## src/rtl/acc_offload_ctrl_if.sv

```systemverilog
// ============================================================================
// acc_offload_ctrl_if : core-issue, X-interface and register-file signal bundle
// Revision: 1.0
// ============================================================================
`default_nettype none

interface acc_offload_ctrl_if #(
  parameter int DataWidth = 32
);
  // Core issue side
  logic                      issue_valid_i;
  logic                      issue_ready_o;
  logic [31:0]               issue_instr_i;
  logic [2:0][DataWidth-1:0] issue_rs_i;
  logic [2:0]                issue_rs_valid_i;
  logic                      issue_accept_o;
  logic                      issue_illegal_o;
  // X-interface request / accept
  logic                      x_q_valid_o;
  logic                      x_q_ready_i;
  logic [31:0]               x_instr_o;
  logic [2:0][DataWidth-1:0] x_rs_o;
  logic [2:0]                x_rs_valid_o;
  logic [1:0]                x_rd_clean_o;
  logic                      x_k_accept_i;
  logic [1:0]                x_k_writeback_i;
  // X-interface response
  logic                      x_p_valid_i;
  logic                      x_p_ready_o;
  logic [4:0]                x_p_rd_i;
  logic [DataWidth-1:0]      x_p_data0_i;
  logic [DataWidth-1:0]      x_p_data1_i;
  logic                      x_p_dual_i;
  logic                      x_p_error_i;
  // Register-file write port
  logic                      wb_valid_o;
  logic                      wb_ready_i;
  logic [4:0]                wb_rd_o;
  logic [DataWidth-1:0]      wb_data_o;
  logic                      wb_error_o;
  logic                      busy_o;

  modport master (
    input  issue_valid_i, issue_instr_i, issue_rs_i, issue_rs_valid_i,
    output issue_ready_o, issue_accept_o, issue_illegal_o,
    output x_q_valid_o, x_instr_o, x_rs_o, x_rs_valid_o, x_rd_clean_o,
    input  x_q_ready_i, x_k_accept_i, x_k_writeback_i,
    input  x_p_valid_i, x_p_rd_i, x_p_data0_i, x_p_data1_i, x_p_dual_i, x_p_error_i,
    output x_p_ready_o,
    output wb_valid_o, wb_rd_o, wb_data_o, wb_error_o, busy_o,
    input  wb_ready_i
  );

  modport slave (
    output issue_valid_i, issue_instr_i, issue_rs_i, issue_rs_valid_i,
    input  issue_ready_o, issue_accept_o, issue_illegal_o,
    input  x_q_valid_o, x_instr_o, x_rs_o, x_rs_valid_o, x_rd_clean_o,
    output x_q_ready_i, x_k_accept_i, x_k_writeback_i,
    output x_p_valid_i, x_p_rd_i, x_p_data0_i, x_p_data1_i, x_p_dual_i, x_p_error_i,
    input  x_p_ready_o,
    input  wb_valid_o, wb_rd_o, wb_data_o, wb_error_o, busy_o,
    output wb_ready_i
  );
endinterface

`default_nettype wire

```

## src/rtl/acc_offload_ctrl.sv

```systemverilog
// ============================================================================
// acc_offload_ctrl : core-side offload controller with rd scoreboard and
//                    dual-writeback sequencing into the register file
// Revision: 1.0
// ============================================================================
`default_nettype none

module acc_offload_ctrl #(
  parameter int DataWidth      = 32,
  parameter int MaxOutstanding = 4
) (
  input  logic               clk_i,
  input  logic               rst_i,
  acc_offload_ctrl_if.master bus
);

  localparam int CntW = $clog2(MaxOutstanding + 1);

  typedef enum logic [0:0] {OFF_IDLE = 1'b0, OFF_HOLD = 1'b1} off_state_e;
  typedef enum logic [1:0] {WB_IDLE = 2'd0, WB_D0 = 2'd1, WB_D1 = 2'd2} wb_state_e;

  off_state_e                off_q;
  logic [31:0]               instr_q;
  logic [2:0][DataWidth-1:0] rs_q;
  logic [2:0]                rs_valid_q;
  logic [31:0]               pend_q, pend_d;
  logic [CntW-1:0]           cnt_q, cnt_d;

  wb_state_e                 wb_q;
  logic [4:0]                p_rd_q;
  logic [DataWidth-1:0]      p_data0_q, p_data1_q;
  logic                      p_dual_q, p_err_q;

  logic [4:0]  hold_rd, hold_rd1, cur_rd, p_rd1;
  logic        issue_ready, handoff, accept_fire;
  logic        cur_is_x0, step_done, finish;
  logic [31:0] set_mask, clr_mask;

  assign hold_rd     = instr_q[11:7];
  assign hold_rd1    = hold_rd + 5'd1;
  assign p_rd1       = p_rd_q + 5'd1;
  assign issue_ready = (off_q == OFF_IDLE) && (cnt_q < CntW'(MaxOutstanding));
  assign handoff     = (off_q == OFF_HOLD) && bus.x_q_ready_i;
  assign accept_fire = handoff && bus.x_k_accept_i;

  // An x0 step has no register-file write, so it retires without waiting on wb_ready_i.
  assign cur_rd    = (wb_q == WB_D1) ? p_rd1 : p_rd_q;
  assign cur_is_x0 = (cur_rd == 5'd0);
  assign step_done = (wb_q != WB_IDLE) && (bus.wb_ready_i || cur_is_x0);
  assign finish    = step_done && ((wb_q == WB_D1) || !p_dual_q);

  always_comb begin
    set_mask = '0;
    clr_mask = '0;
    if (accept_fire) begin
      if (bus.x_k_writeback_i[0] && (hold_rd != 5'd0))  set_mask[hold_rd]  = 1'b1;
      if (bus.x_k_writeback_i[1] && (hold_rd1 != 5'd0)) set_mask[hold_rd1] = 1'b1;
    end
    if (finish) begin
      clr_mask[p_rd_q] = 1'b1;
      if (p_dual_q) clr_mask[p_rd1] = 1'b1;
    end
    pend_d = (pend_q & ~clr_mask) | set_mask;
  end

  always_comb begin
    cnt_d = cnt_q;
    if ((accept_fire && (bus.x_k_writeback_i != 2'b00)) && !(finish && (cnt_q != '0)))
      cnt_d = cnt_q + CntW'(1);
    else if (!(accept_fire && (bus.x_k_writeback_i != 2'b00)) && finish && (cnt_q != '0))
      cnt_d = cnt_q - CntW'(1);
  end

  always_ff @(posedge clk_i or posedge rst_i) begin
    if (rst_i) begin
      pend_q <= '0;
      cnt_q  <= '0;
    end else begin
      pend_q <= pend_d;
      cnt_q  <= cnt_d;
    end
  end

  always_ff @(posedge clk_i or posedge rst_i) begin
    if (rst_i) begin
      off_q      <= OFF_IDLE;
      instr_q    <= '0;
      rs_q       <= '0;
      rs_valid_q <= '0;
    end else begin
      case (off_q)
        OFF_IDLE: begin
          if (bus.issue_valid_i && issue_ready) begin
            instr_q    <= bus.issue_instr_i;
            rs_q       <= bus.issue_rs_i;
            rs_valid_q <= bus.issue_rs_valid_i;
            off_q      <= OFF_HOLD;
          end
        end
        OFF_HOLD: begin
          // Late forwarded operands replace the held copy; validity only accumulates.
          for (int i = 0; i < 3; i++) begin
            if (bus.issue_rs_valid_i[i]) rs_q[i] <= bus.issue_rs_i[i];
          end
          rs_valid_q <= rs_valid_q | bus.issue_rs_valid_i;
          if (bus.x_q_ready_i) off_q <= OFF_IDLE;
        end
        default: off_q <= OFF_IDLE;
      endcase
    end
  end

  always_ff @(posedge clk_i or posedge rst_i) begin
    if (rst_i) begin
      wb_q      <= WB_IDLE;
      p_rd_q    <= '0;
      p_data0_q <= '0;
      p_data1_q <= '0;
      p_dual_q  <= 1'b0;
      p_err_q   <= 1'b0;
    end else begin
      case (wb_q)
        WB_IDLE: begin
          if (bus.x_p_valid_i) begin
            p_rd_q    <= bus.x_p_rd_i;
            p_data0_q <= bus.x_p_data0_i;
            p_data1_q <= bus.x_p_data1_i;
            p_dual_q  <= bus.x_p_dual_i;
            p_err_q   <= bus.x_p_error_i;
            wb_q      <= WB_D0;
          end
        end
        WB_D0:   if (step_done) wb_q <= p_dual_q ? WB_D1 : WB_IDLE;
        WB_D1:   if (step_done) wb_q <= WB_IDLE;
        default: wb_q <= WB_IDLE;
      endcase
    end
  end

  assign bus.issue_ready_o   = issue_ready;
  assign bus.issue_accept_o  = accept_fire;
  assign bus.issue_illegal_o = handoff && !bus.x_k_accept_i;
  assign bus.x_q_valid_o     = (off_q == OFF_HOLD);
  assign bus.x_instr_o       = instr_q;
  assign bus.x_rs_o          = rs_q;
  assign bus.x_rs_valid_o    = rs_valid_q;
  assign bus.x_rd_clean_o[0] = (hold_rd == 5'd0)  || !pend_q[hold_rd];
  assign bus.x_rd_clean_o[1] = (hold_rd1 == 5'd0) || !pend_q[hold_rd1];
  assign bus.x_p_ready_o     = (wb_q == WB_IDLE);
  assign bus.wb_valid_o      = (wb_q != WB_IDLE) && !cur_is_x0;
  assign bus.wb_rd_o         = cur_rd;
  assign bus.wb_data_o       = (wb_q == WB_D1) ? p_data1_q : p_data0_q;
  assign bus.wb_error_o      = p_err_q && bus.wb_valid_o;
  assign bus.busy_o          = (off_q == OFF_HOLD) || (cnt_q != '0) || (wb_q != WB_IDLE);

endmodule

`default_nettype wire
```

## src/flat_wrapper.sv

```systemverilog
// flat-port wrapper written by rule: the top's interface ports become plain ports
module acc_offload_ctrl_flat 
#(
  parameter int DataWidth      = 32,
  parameter int MaxOutstanding = 4
)
  (clk_i, rst_i, bus_issue_valid_i, bus_issue_instr_i, bus_issue_rs_i, bus_issue_rs_valid_i, bus_issue_ready_o, bus_issue_accept_o, bus_issue_illegal_o, bus_x_q_valid_o, bus_x_instr_o, bus_x_rs_o, bus_x_rs_valid_o, bus_x_rd_clean_o, bus_x_q_ready_i, bus_x_k_accept_i, bus_x_k_writeback_i, bus_x_p_valid_i, bus_x_p_rd_i, bus_x_p_data0_i, bus_x_p_data1_i, bus_x_p_dual_i, bus_x_p_error_i, bus_x_p_ready_o, bus_wb_valid_o, bus_wb_rd_o, bus_wb_data_o, bus_wb_error_o, bus_busy_o, bus_wb_ready_i);
  acc_offload_ctrl_if #(.DataWidth(DataWidth)) bus_i ();
  input  logic clk_i;
  input  logic rst_i;
  input wire logic [$bits(bus_i.issue_valid_i)-1:0] bus_issue_valid_i;
  input wire logic [$bits(bus_i.issue_instr_i)-1:0] bus_issue_instr_i;
  input wire logic [$bits(bus_i.issue_rs_i)-1:0] bus_issue_rs_i;
  input wire logic [$bits(bus_i.issue_rs_valid_i)-1:0] bus_issue_rs_valid_i;
  output wire logic [$bits(bus_i.issue_ready_o)-1:0] bus_issue_ready_o;
  output wire logic [$bits(bus_i.issue_accept_o)-1:0] bus_issue_accept_o;
  output wire logic [$bits(bus_i.issue_illegal_o)-1:0] bus_issue_illegal_o;
  output wire logic [$bits(bus_i.x_q_valid_o)-1:0] bus_x_q_valid_o;
  output wire logic [$bits(bus_i.x_instr_o)-1:0] bus_x_instr_o;
  output wire logic [$bits(bus_i.x_rs_o)-1:0] bus_x_rs_o;
  output wire logic [$bits(bus_i.x_rs_valid_o)-1:0] bus_x_rs_valid_o;
  output wire logic [$bits(bus_i.x_rd_clean_o)-1:0] bus_x_rd_clean_o;
  input wire logic [$bits(bus_i.x_q_ready_i)-1:0] bus_x_q_ready_i;
  input wire logic [$bits(bus_i.x_k_accept_i)-1:0] bus_x_k_accept_i;
  input wire logic [$bits(bus_i.x_k_writeback_i)-1:0] bus_x_k_writeback_i;
  input wire logic [$bits(bus_i.x_p_valid_i)-1:0] bus_x_p_valid_i;
  input wire logic [$bits(bus_i.x_p_rd_i)-1:0] bus_x_p_rd_i;
  input wire logic [$bits(bus_i.x_p_data0_i)-1:0] bus_x_p_data0_i;
  input wire logic [$bits(bus_i.x_p_data1_i)-1:0] bus_x_p_data1_i;
  input wire logic [$bits(bus_i.x_p_dual_i)-1:0] bus_x_p_dual_i;
  input wire logic [$bits(bus_i.x_p_error_i)-1:0] bus_x_p_error_i;
  output wire logic [$bits(bus_i.x_p_ready_o)-1:0] bus_x_p_ready_o;
  output wire logic [$bits(bus_i.wb_valid_o)-1:0] bus_wb_valid_o;
  output wire logic [$bits(bus_i.wb_rd_o)-1:0] bus_wb_rd_o;
  output wire logic [$bits(bus_i.wb_data_o)-1:0] bus_wb_data_o;
  output wire logic [$bits(bus_i.wb_error_o)-1:0] bus_wb_error_o;
  output wire logic [$bits(bus_i.busy_o)-1:0] bus_busy_o;
  input wire logic [$bits(bus_i.wb_ready_i)-1:0] bus_wb_ready_i;
  assign bus_i.issue_valid_i = bus_issue_valid_i;
  assign bus_i.issue_instr_i = bus_issue_instr_i;
  assign bus_i.issue_rs_i = bus_issue_rs_i;
  assign bus_i.issue_rs_valid_i = bus_issue_rs_valid_i;
  assign bus_issue_ready_o = bus_i.issue_ready_o;
  assign bus_issue_accept_o = bus_i.issue_accept_o;
  assign bus_issue_illegal_o = bus_i.issue_illegal_o;
  assign bus_x_q_valid_o = bus_i.x_q_valid_o;
  assign bus_x_instr_o = bus_i.x_instr_o;
  assign bus_x_rs_o = bus_i.x_rs_o;
  assign bus_x_rs_valid_o = bus_i.x_rs_valid_o;
  assign bus_x_rd_clean_o = bus_i.x_rd_clean_o;
  assign bus_i.x_q_ready_i = bus_x_q_ready_i;
  assign bus_i.x_k_accept_i = bus_x_k_accept_i;
  assign bus_i.x_k_writeback_i = bus_x_k_writeback_i;
  assign bus_i.x_p_valid_i = bus_x_p_valid_i;
  assign bus_i.x_p_rd_i = bus_x_p_rd_i;
  assign bus_i.x_p_data0_i = bus_x_p_data0_i;
  assign bus_i.x_p_data1_i = bus_x_p_data1_i;
  assign bus_i.x_p_dual_i = bus_x_p_dual_i;
  assign bus_i.x_p_error_i = bus_x_p_error_i;
  assign bus_x_p_ready_o = bus_i.x_p_ready_o;
  assign bus_wb_valid_o = bus_i.wb_valid_o;
  assign bus_wb_rd_o = bus_i.wb_rd_o;
  assign bus_wb_data_o = bus_i.wb_data_o;
  assign bus_wb_error_o = bus_i.wb_error_o;
  assign bus_busy_o = bus_i.busy_o;
  assign bus_i.wb_ready_i = bus_wb_ready_i;
  acc_offload_ctrl #(.DataWidth(DataWidth), .MaxOutstanding(MaxOutstanding)) u_core (.clk_i(clk_i), .rst_i(rst_i), .bus(bus_i));
endmodule
```

## config.mk

```make
export PLATFORM = sky130hd
export DESIGN_NAME = acc_offload_ctrl_flat
export DESIGN_NICKNAME = d
export VERILOG_FILES = /design/src/rtl/acc_offload_ctrl_if.sv /design/src/rtl/acc_offload_ctrl.sv /design/src/flat_wrapper.sv
export SDC_FILE = /design/constraint.sdc
export NUM_CORES = 1
export LEC_CHECK = 0
export ABC_AREA = 1
export ABC_CLOCK_PERIOD_IN_PS = 8950
export BUFFER_PORTS_ARGS = -buffer_cell sky130_fd_sc_hd__buf_2
export CELL_PAD_IN_SITES_DETAIL_PLACEMENT = 1
export CELL_PAD_IN_SITES_GLOBAL_PLACEMENT = 2
export CORE_MARGIN = 4
export CORE_UTILIZATION = 30
export DETAILED_ROUTE_END_ITERATION = 6
export GPL_TIMING_DRIVEN = 0
export PLACE_DENSITY_LB_ADDON = 0.1
export SYNTH_ARGS = -nofsm -noshare
export SYNTH_HDL_FRONTEND = slang
export SYNTH_SLANG_ARGS = --single-unit
```

## constraint.sdc

```tcl
create_clock -name clk_i -period 8.95 [get_ports clk_i]
set_input_delay 0.4475 -clock clk_i [delete_from_list [all_inputs] [get_ports clk_i]]
set_output_delay 0.4475 -clock clk_i [all_outputs]
set_load 0.1 [all_outputs]
```

After elaboration in Yosys (flattened, before gate mapping)
Index checks and enable logic that the tools add are counted.
- magnitude comparators: 9
- reduce and logical (&&, ||, !) cells: 49
- eq/ne operators: 9
- bitwise gates (word level): 7
- add/subtract/negate cells: 4
- mux-type cells: 37
- operator list (operator ; count):
    32-bit 2-to-1 mux ; 10
    96-bit case mux with 2 select lines ; 1
    96-bit 2-to-1 mux ; 1
    32-bit bitwise OR ; 3
    32-bit AND ; 1
    32-bit NOT ; 1
    5-bit by 6-bit < comparator with 1-bit output (second input constant) ; 4
    1-bit demux with 5-bit select ; 4
    5-bit by 1-bit greater-or-equal comparator with 1-bit output (second input constant) ; 4
    1-bit logical AND ; 20
    5-bit zero test ; 3
    5-bit by 1-bit adder with 5-bit output (second input constant) ; 2
    1-bit binary-select mux with 5-bit select ; 2
    2-bit inequality test (second input constant) ; 5
    2-bit AND reduction ; 5
    5-bit nonzero test ; 2
    3-bit 2-to-1 mux ; 3
    1-bit 2-to-1 mux ; 8
    2-bit 2-to-1 mux ; 4
    1-bit zero test ; 7
    1-bit logical OR ; 6
    2-bit case mux with 3 select lines ; 1
    3-bit case mux with 2 select lines ; 1
    2-bit nonzero test ; 3
    other kinds (13) ; 14
- bits in registers: 240
- word-level logic and storage cells: 129
- output and inout bits: 178
- input bits: 211

Depth between registers and ports, before layout
- depth after elaboration: 11
- gate-level depth with buffers: 16
- gate-level depth less buffers: 16

Least setup slack after synthesis
Ideal clock, no wire load.
- path type: register to output
- start: register u_core.instr_q[7] (netlist: u_core.bus.x_instr_o[7])
- end: output port bus_x_rd_clean_o[0]
- data arrival time: 4.204 ns
- buffers on the path: 1
- required time: 8.503 ns
- stages on the path, launching flop included: 8
- path slack: 4.298 ns
- path through: dfrtp_1 -> clkinv_1 -> clkbuf_1 -> nor2_1 -> o21ai_0 -> nand2_1 -> nand4_1 -> o21ai_0
- cells in the longest elaborated chain, start to end: 4
- elaborated cells between the ends (all ways): 5
- those cells by class: 2 x mux; 3 x reduce/logical
- RTL lines (what ; RTL line ; text):
    start: declaration ; acc_offload_ctrl.sv:23 ; logic [31:0] instr_q;
    start signal: assignment ; acc_offload_ctrl.sv:94 ; instr_q <= bus.issue_instr_i;
    1-bit binary-select mux with 5-bit select ; acc_offload_ctrl.sv:147 ; assign bus.x_rd_clean_o[0] = (hold_rd == 5'd0) || !pend_q[hold_rd];
    1-bit 2-to-1 mux (not written as such) ; acc_offload_ctrl.sv:147 ;
    1-bit zero test ; acc_offload_ctrl.sv:147 ;
    1-bit logical OR (*) ; acc_offload_ctrl.sv:147 ;
    end: declaration ; flat_wrapper.sv:22 ; output wire logic [$bits(bus_i.x_rd_clean_o)-1:0] bus_x_rd_clean_o;
Mark *: on every way between the ends. The rest lies on a longest branch, timed or not. The select of a mux whose other input is x is not followed.

Final worst setup path
- start: register u_core.instr_q[7] (netlist: u_core.bus.x_instr_o[7])
- end: output port bus_x_rd_clean_o[1]
- cells in the longest elaborated chain, start to end: 5
- elaborated cells between the ends (all ways): 6
- those cells by class: 1 x add/sub; 2 x mux; 3 x reduce/logical
- RTL lines (what ; RTL line ; text):
    5-bit by 1-bit adder with 5-bit output (*) ; acc_offload_ctrl.sv:40 ; assign hold_rd1 = hold_rd + 5'd1;
    1-bit binary-select mux with 5-bit select ; acc_offload_ctrl.sv:148 ; assign bus.x_rd_clean_o[1] = (hold_rd1 == 5'd0) || !pend_q[hold_rd1];
    1-bit 2-to-1 mux (not written as such) ; acc_offload_ctrl.sv:148 ;
    1-bit zero test ; acc_offload_ctrl.sv:148 ;
    1-bit logical OR (*) ; acc_offload_ctrl.sv:148 ;
Marks and branches as above.

==> flow_metrics.tcl <==
set metrics [dict create \
    clk_root_buffer_cell "sky130_fd_sc_hd__clkbuf_16" \
    count_of_buffering_cells_on_the_critical_path_with_inverters_included 5 \
    first_global_vias 11400 \
    fp.dieW_um 205 \
    reg2reg_from "u_core.bus.x_instr_o[7]$_DFFE_PP0P_" \
    ys_ff_latch 240 \
    setup_violations 0 \
    synthDistinctLibCells 33 \
    clock_latency_ns 0.57 \
    finalClockSkew_ns 0.0101 \
    floorplan.initialDensity_pct 30.6 \
    synthesis_warnings 0 \
    placement.setup.worst_slack_ns 4.73 \
    crit_type "flip-flop to output port" \
    detailedPlacementHpwl_um 36100 \
    netlist.area_leader.share_pct 51.7 \
    worst_slack_ns 4.16 \
    detail_route.wirelength_um 45400 \
    antenna_found_initial 21 \
    arrival_ns 4.34 \
    relSlewSlack_pct 48.0 \
    worst_ep_required_time_ns 8.50 \
    timing.max_cap.violations 0 \
    first_iter_violations 452 \
    post_drt_wl_per_cell_um 20.6 \
    min_to "u_core.bus.x_instr_o[21]$_DFFE_PP0P_" \
    r2r_slack_ns 5.88 \
    cts_resized 0 \
    clkTransAtPathRegs_ns 0.06 \
    port_buffers 388 \
    areaGrowthSynthToFinish_pct 30.6 \
    timing.final.crit_share_pct 53.5 \
    cts_buffer_count 29 \
    post_synth_instance_area_mm2 0.0116 \
    timing.final.crit_period_ns 4.79 \
    layout-drive-gt1-share_pct 39.4 \
    hp-start "bus_issue_instr_i[21]" \
    min_path_cells 3 \
    cts_sinks 240 \
    gp_congestion 0.806 \
    synth.yosys.seq_area_share_pct 51.7 \
    critical_path.cell_chain "clkinv_1, clkbuf_1, ha_1, inv_1, clkbuf_1, o21ai_0, a21oi_1, a211oi_1, o21ai_0, nand2_1, nand3_1, buf_2" \
    grt_pass1_wl_um 69000 \
    first_pass_iters 4 \
    cts_hold_repair.buffers 1 \
    fp.dieH_um 205 \
    pin_count 389 \
    synth-edff-count 0 \
    fp.dieArea_mm2 0.0420 \
    report.final.slew_viol_count 0 \
    postSynthCellCount 1247 \
    drt-vias-per-instance 4.75 \
    ys.flop_type "sky130_fd_sc_hd__dfrtp_1" \
    placedCellCount 2148 \
    syn-num-nets 1473 \
    cts.path.max_buffers 3 \
    htree_levels 1 \
    worst-r2r-cell-count 10 \
    core_area_mm2 0.0379 \
    async_reset_ff_share_pct 100 \
    r2r-end "u_core.pend_q[6]$_DFF_PP0_" \
    layout.cells.non_filler 2208 \
    status "finished, final reports clean" \
    route.vias.total 10500 \
    worstPathMaxFanout 13 \
    worst_setup_path_start_kind "flip-flop" \
    rsz0062_at_grt "false" \
    grt_usage_pct 21.4 \
    largest_net_degree_at_the_start_of_global_routing 115 \
    rows 71 \
    residual_antenna_violating_net_count_after_detailed_routing 0 \
    synth_area_per_cell_um2 9.32 \
    finalHoldViolations 0 \
    synth_area_leaders "sky130_fd_sc_hd__dfrtp_1 (52%), sky130_fd_sc_hd__mux2_2 (16%), sky130_fd_sc_hd__nand2_1 (15%)" \
    grt_overflow 0 \
    design.final.nets 1895 \
    cts_setup_buffers 0 \
    fmax_mhz 209 \
    critical-path-top-delay-family "buffers and inverters" \
    slowest_delay_ns 0.57 \
    crit_path_top_delay_cell "sky130_fd_sc_hd__dfrtp_1" \
    timing_worst_slew_pin_value_ns 0.777 \
    top_cell_type_by_total_area_after_synthesis "sky130_fd_sc_hd__dfrtp_1" \
    wp_depth 12 \
    timing.hold.worst.class "input port to flip-flop" \
    worstSetupEndpointType "output port" \
    drc_markers 0 \
    tritoncts "done" \
]
==> flip-flops by register name, summed over array words and instances, names as in the netlist <==
register and cells:
u_core.p_data1_q 32, u_core.p_err_q 1, u_core.p_dual_q 1, u_core.p_rd_q 5
u_core.cnt_q 3, u_core.pend_q 32, u_core.bus.x_rs_o 96, u_core.bus.x_instr_o 32
u_core.bus.x_q_valid_o 1, u_core.p_data0_q 32, u_core.wb_q 2, u_core.bus.x_rs_valid_o 3
==> through the flow <==
| stage | hold slack [ns] | TNS, ns | utilization (%) | area (um2) |
|---|---|---|---|---|
| 2_1_floorplan | 0.448 | 0 | - | 11600 |
| 3_3_place_gp | 0.457 | -351.73 | 37.4 | 14200 |
| 3_5_place_dp | 0.464 | 0 | 37.6 | 14300 |
| 4_1_cts | 0.0569 | 0 | 40.0 | 15200 |
| 5_1_grt | 0.0814 | 0 | 40.0 | 15200 |
| 6_report | 0.0796 | 0 | 40.0 | 15200 |
==> layer usage <==
metal  GRT usage, %  wire, um
met1           25.3     18000
met2           37.2     22700
met3           6.81      3010
met4           6.53      1540
met5              0       172
==> layout make-up <==
| type | count | area [um2] |
|---|---|---|
| Multi-Input combinational cell | 889 | 5060 |
| Sequential cell | 240 | 6010 |
| Inverter | 58 | 225 |
| Timing Repair Buffer | 391 | 2010 |
| Tap cell | 511 | 639 |
| Buffer | 60 | 339 |
| Fill cell | 4533 | 22800 |
| Clock buffer | 35 | 778 |
| Clock inverter | 18 | 111 |
| Antenna cell | 6 | 15.0 |
==> synthesized netlist by cell type (2+ instances only) <==
master	n
sky130_fd_sc_hd__a211oi_1	2
sky130_fd_sc_hd__a21oi_1	41
sky130_fd_sc_hd__buf_1	8
sky130_fd_sc_hd__buf_12	2
sky130_fd_sc_hd__buf_2	26
sky130_fd_sc_hd__buf_6	6
sky130_fd_sc_hd__clkbuf_1	17
sky130_fd_sc_hd__dfrtp_1	240
sky130_fd_sc_hd__ha_1	14
sky130_fd_sc_hd__inv_1	49
sky130_fd_sc_hd__inv_2	8
sky130_fd_sc_hd__mux2_2	160
sky130_fd_sc_hd__nand2_1	451
sky130_fd_sc_hd__nand2_2	9
sky130_fd_sc_hd__nand3_1	23
sky130_fd_sc_hd__nand4_1	7
sky130_fd_sc_hd__nor2_1	43
sky130_fd_sc_hd__nor2_2	3
sky130_fd_sc_hd__nor2_4	2
sky130_fd_sc_hd__nor3_1	11
sky130_fd_sc_hd__o21ai_0	80
sky130_fd_sc_hd__o21ai_1	28
sky130_fd_sc_hd__o21ai_2	4
sky130_fd_sc_hd__o31ai_1	4
==> cells by family (layout without fill, tap and decap cells) <==
logic type	Yosys count	in the layout	share of synthesized area (%)
XOR/XNOR	1	1	0.140
multiplexers	160	160	15.5
buffers and inverters	118	562	4.79
other	0	6	0
AO/OA/AOI/OAI	160	160	7.17
adder cells (fa/ha/maj)	15	15	1.68
flip-flops	240	240	51.7
AND/OR/NAND/NOR	553	553	19.1
==> cell usage in the layout, fill, tap and decap left out, types with 11 or more instances in the layout <==
cell and count:
sky130_fd_sc_hd__nor2_1 43, sky130_fd_sc_hd__buf_2 414, sky130_fd_sc_hd__mux2_2 160, sky130_fd_sc_hd__o21ai_1 28
sky130_fd_sc_hd__o21ai_0 80, sky130_fd_sc_hd__nand3_1 23, sky130_fd_sc_hd__inv_1 48, sky130_fd_sc_hd__ha_1 14
sky130_fd_sc_hd__clkbuf_1 20, sky130_fd_sc_hd__clkinv_2 11, sky130_fd_sc_hd__a21oi_1 41, sky130_fd_sc_hd__clkbuf_16 29
sky130_fd_sc_hd__nor3_1 11, sky130_fd_sc_hd__dfrtp_1 240, sky130_fd_sc_hd__nand2_1 451
==> how the worst max path moves through the flow <==
stage | from | endpoint | slack [ns]
after floorplan | rst_i | u_core.bus.x_instr_o[0]$_DFFE_PP0P_ | 1.91
after global placement | rst_i | u_core.pend_q[20]$_DFF_PP0_ | -1.48
after detailed placement | u_core.bus.x_instr_o[7]$_DFFE_PP0P_ | bus_x_rd_clean_o[1] | 4.73
after CTS | u_core.bus.x_instr_o[7]$_DFFE_PP0P_ | bus_x_rd_clean_o[1] | 4.11
after global routing | u_core.bus.x_instr_o[7]$_DFFE_PP0P_ | bus_x_rd_clean_o[1] | 3.88
final | u_core.bus.x_instr_o[7]$_DFFE_PP0P_ | bus_x_rd_clean_o[1] | 4.16
==> worst min-delay path, cell delays in order <==
cell and delay, ns:
sky130_fd_sc_hd__buf_2 0.07, sky130_fd_sc_hd__nand2_1 0.04, sky130_fd_sc_hd__nand2_1 0.05
Power is left out: the tool's default activity adds up to more than one toggle a clock period on the data nets, which glitch-free logic cannot reach.
